File: config.mk
export PLATFORM = sky130hd
export DESIGN_NAME = picomem_arb_2_1
export DESIGN_NICKNAME = d
export VERILOG_FILES = /design/src/rtl/picomem_arb_2_1.sv
export SDC_FILE = /design/constraint.sdc
export NUM_CORES = 1
export LEC_CHECK = 0
export BUFFER_PORTS_ARGS = -buffer_cell sky130_fd_sc_hd__buf_2
export CAP_MARGIN = 10
export CORE_ASPECT_RATIO = 0.8
export CORE_UTILIZATION = 45
export CTS_CLUSTER_SIZE = 25
export DETAILED_ROUTE_END_ITERATION = 6
export PLACE_DENSITY = 0.77
export SETUP_SLACK_MARGIN = 0.05
export SYNTH_ARGS = -nofsm -noshare
export SYNTH_HDL_FRONTEND = slang
export SYNTH_SLANG_ARGS = --single-unit
File: constraint.sdc
create_clock -name clk -period 2.4 [get_ports clk]
set_input_delay 0.12 -clock clk [delete_from_list [all_inputs] [get_ports clk]]
set_output_delay 0.12 -clock clk [all_outputs]
set_load 0.02 [all_outputs]
File: src/rtl/picomem_arb_2_1.sv
// Two-master round-robin arbiter in front of a single PicoMem slave, with a
// slave-response watchdog. Slave requests and master responses are registered.
module picomem_arb_2_1 #(
  parameter int unsigned TIMEOUT       = 1024,
  parameter logic [31:0] TIMEOUT_RDATA = 32'hDEAD_BEEF
) (
  input  logic        clk,
  input  logic        resetn,

  input  logic        m0_valid,
  output logic        m0_ready,
  input  logic [31:0] m0_addr,
  input  logic [31:0] m0_wdata,
  input  logic [3:0]  m0_wstrb,
  output logic [31:0] m0_rdata,

  input  logic        m1_valid,
  output logic        m1_ready,
  input  logic [31:0] m1_addr,
  input  logic [31:0] m1_wdata,
  input  logic [3:0]  m1_wstrb,
  output logic [31:0] m1_rdata,

  output logic        s_valid,
  input  logic        s_ready,
  output logic [31:0] s_addr,
  output logic [31:0] s_wdata,
  output logic [3:0]  s_wstrb,
  input  logic [31:0] s_rdata,

  input  logic        timeout_clr,
  output logic        timeout_err,
  output logic        busy,
  output logic        grant
);

  // Handshake: a master holds valid (and its addr/wdata/wstrb) until it sees a
  // one-cycle ready; rdata is meaningful while ready=1. Toward the slave,
  // s_valid stays high with frozen s_* until s_ready or the watchdog fires,
  // and s_ready is only honoured while s_valid=1.

  localparam int unsigned CW = (TIMEOUT > 0) ? $clog2(TIMEOUT + 1) : 1;
  localparam logic [CW-1:0] WD_LAST = CW'((TIMEOUT > 0) ? TIMEOUT - 1 : 0);

  typedef enum logic [1:0] {
    IDLE = 2'd0,
    BUSY = 2'd1,
    DONE = 2'd2
  } state_t;

  state_t        state;
  logic          last;
  logic [CW-1:0] wd_cnt;

  logic          pick;
  logic          wd_expire;
  logic          finish;
  logic [31:0]   resp_data;

  // On a tie the master that was not served most recently wins.
  always_comb begin
    pick = 1'b0;
    if (m0_valid && m1_valid) begin
      pick = ~last;
    end else if (m1_valid) begin
      pick = 1'b1;
    end
  end

  always_comb begin
    wd_expire = (TIMEOUT != 0) && (wd_cnt == WD_LAST);
    finish    = s_ready || wd_expire;
    resp_data = s_ready ? s_rdata : TIMEOUT_RDATA;
  end

  always_ff @(posedge clk or negedge resetn) begin
    if (!resetn) begin
      state       <= IDLE;
      last        <= 1'b1;
      wd_cnt      <= '0;
      s_valid     <= 1'b0;
      s_addr      <= '0;
      s_wdata     <= '0;
      s_wstrb     <= '0;
      m0_ready    <= 1'b0;
      m1_ready    <= 1'b0;
      m0_rdata    <= '0;
      m1_rdata    <= '0;
      timeout_err <= 1'b0;
      busy        <= 1'b0;
      grant       <= 1'b0;
    end else begin
      m0_ready <= 1'b0;
      m1_ready <= 1'b0;
      if (timeout_clr) begin
        timeout_err <= 1'b0;
      end

      case (state)
        IDLE: begin
          if (m0_valid || m1_valid) begin
            grant   <= pick;
            s_addr  <= pick ? m1_addr  : m0_addr;
            s_wdata <= pick ? m1_wdata : m0_wdata;
            s_wstrb <= pick ? m1_wstrb : m0_wstrb;
            s_valid <= 1'b1;
            wd_cnt  <= '0;
            busy    <= 1'b1;
            state   <= BUSY;
          end
        end

        BUSY: begin
          if (finish) begin
            s_valid <= 1'b0;
            if (grant) begin
              m1_rdata <= resp_data;
              m1_ready <= 1'b1;
            end else begin
              m0_rdata <= resp_data;
              m0_ready <= 1'b1;
            end
            last <= grant;
            // A set wins over a simultaneous clear.
            if (!s_ready) begin
              timeout_err <= 1'b1;
            end
            state <= DONE;
          end else if (wd_cnt != '1) begin
            wd_cnt <= wd_cnt + 1'b1;
          end
        end

        DONE: begin
          busy  <= 1'b0;
          state <= IDLE;
        end

        default: begin
          s_valid <= 1'b0;
          busy    <= 1'b0;
          state   <= IDLE;
        end
      endcase
    end
  end

endmodule
==> out/qor.txt <==
Synth warnings = 0
Register area share after synthesis = 56.1%
Vias in the first global route = 6239
Antenna violations before repair = 1
Drt drc = 9
Wire length on met1 = 8110 um
Final worst slack = 316 ps
Place WS = 360 ps
Share of layout cells above drive strength 1 = 41.7%
Final hold violation count = 0
Synthesized net count = 738
Critical path, cell by cell = a21boi_4 > buf_12 > mux2i_1 > dlygate4sd3_1 > o21ai_0
Final setup fails = 0
Post-synthesis instance area = 0.00678 mm^2
Via count = 5958
Max_slew headroom = 27.9%
WP data arrival = 2340 ps
Sink Count = 152
Final Critical Period = 2080 ps
CTS root buffer = clkbuf_16
DR top layer = met4
WL met2 = 10100 um
Routed WL per cell = 17.4 um
Area Growth Syn to Fin = 47.3%
Worst IR drop on VDD = 0.567 mV
Post-synth EDFFs = 0
Dominant synthesized flop cell = dfrtp_1
H-tree level count = 4
Failing checks = DRC
Drt initial violations = 331
Outcome = finished, violations left
Placer congestion estimate = 0.883
WL final = 20000 um
Worst-path maximum fanout = 68
RSZ-0062 raised after global routing = no
Max Clk Rate = 480 MHz
Most frequent cells in the layout = 310 x buf_2, 151 x dfrtp_1, 88 x dlygate4sd3_1
Cell Rows = 39
Commonest non-fill, non-tap cell in the layout = buf_2
Max Slew Vio Count = 0
Die height = 112 um
Clock Pin Slew Worst Setup and Hold Paths = 60 ps
Endpoint class of the critical path = flip-flop
Routed Antenna Nets = 0
Detailed placement HPWL = 12900 um
First-pass GRT wire length = 31800 um
CP required = 2650 ps
Syn Area/Cell = 12.0 um^2
Critical path type = flip-flop to flip-flop
Drt first pass iters = 7
Fin Setup TNS = 0 ps
Clock buffer count from CTS = 17
Max stage delay on crit path = 580 ps
Synth unique cells = 40
Startpoint types = flip-flop
PortBufs = 311
Die footprint = 0.0156 mm^2
Asr flop ratio synth = 100%
Initial Util = 46.8%
CTS Buffer Depth = 2
GRT Util Overall = 26.6%
Worst min path class = input pin to flip-flop
Final Skew = 8.93 ps
Largest delay contributor family on the critical path = buffers and inverters
Layout fillers = 1060
Leakage = 4.90 nW
Max-cap violations = 0
Final period utilization = 86.9%
DR vias/cell = 5.18
CP bufs+invs = 2
Post-CTS Resized = 0
Synth Instances = 563
Global route overflow = 0
Worst Tran Pin Value = 1080 ps
Largest net degree at the start of global routing = 137
Slowest cell on the critical path = dlygate4sd3_1
Seq cells post-synth = 152
Clock latency on the worst-skew pair = 410 ps
CTS tree = done
Nets = 1127
Die X = 139 um
Met3 WL = 964 um
Core area = 0.0145 mm^2
# IOs = 312
Pwr dens = 1300 mW/mm^2
[sequential cells by signal, summed over array words and instances, names as in the netlist]
register	count
last	1
s_valid	1
s_wstrb	4
wd_cnt	11
s_wdata	32
m1_ready	1
s_addr	32
busy	1
state	2
m0_ready	1
timeout_err	1
m1_rdata	32
grant	1
m0_rdata	32
[cells by family after synthesis]
logic type               share of synthesized area [%]
AND/OR/NAND/NOR                                   9.51
AO/OA/AOI/OAI                                     20.0
buffers and inverters                             4.02
multiplexers                                      10.2
adder cells (fa/ha/maj)                          0.185
flip-flops                                        56.1
[cells in the mapped netlist (all sizes together), types with 6 or more instances]
cell type | instances | area [um^2]
nand2 | 78 | 293
a32o | 16 | 160
o21ai | 77 | 408
a2bb2oi | 48 | 658
inv | 6 | 22.5
nor2b | 25 | 156
buf | 21 | 161
dfrtp | 151 | 3780
clkbuf | 19 | 71.3
mux2i | 69 | 691
[metrics by stage]
stage          utilization (%)  hold slack, ps  power, mW  instance area, um^2  cells
6_report                  68.9            11.9       13.0                 9990   1150
3_3_place_gp              58.5            43.5       9.81                 8480   1029
3_5_place_dp              58.5            45.4       9.96                 8480   1029
4_1_cts                   68.9           0.402       13.0                 9980   1149
5_1_grt                   68.9            5.83       13.7                 9990   1150
2_1_floorplan                -            -176       8.04                 6780    563
[area by class of cell]
| cell class | instances | area, um^2 | area share (%) |
|---|---|---|---|
| antenna | 1 | 2.50 | 0.0251 |
| clock buffer | 17 | 425 | 4.26 |
| clock inverter | 15 | 200 | 2.00 |
| inverter | 8 | 40.0 | 0.401 |
| multi-input combinational | 363 | 2730 | 27.4 |
| sequential | 152 | 3800 | 38.1 |
| tap | 184 | 230 | 2.31 |
| timing repair buffer | 410 | 2550 | 25.5 |
[worst min-delay path: stages]
cell     delay (ps)
buf_2            80
mux2i_1          60
o21ai_0         130
[where the power goes]
| group | total [mW] | internal (mW) | switching, mW |
|---|---|---|---|
| logic | 5.67 | 2.21 | 3.46 |
| registers | 4.47 | 3.75 | 0.724 |
| clock network | 2.81 | 1.75 | 1.06 |
| total | 13.0 | 7.70 | 5.25 |
[repair_timing]
action,in CTS,in global routing
buffers inserted,0,0
endpoints found under the hold margin,110,0
hold buffers,88,0
[per-layer routing]
| metal | up-vias | track usage [%] |
|---|---|---|
| met5 | - | 0 |
| met1 | 2882 | 30.7 |
| met4 | 0 | 13.7 |
| met2 | 213 | 45.9 |
| li1 | 2799 | - |
| met3 | 64 | 6.62 |
[worst paths after layout]
kind                        startpoint     endpoint  slack, ps  cells past startpoint
min                        m1_addr[27]   s_addr[27]         10                      3
min reg2reg                 s_wdata[5]   s_wdata[5]        470                      2
max in group asynchronous       resetn  m0_rdata[1]       1410                      3
min in group asynchronous       resetn   s_wdata[6]        180                      2
max reg2reg                       last  s_wdata[16]        320                      5
max                               last  s_wdata[16]        320                      5
(Power assumes the default switching activity.)
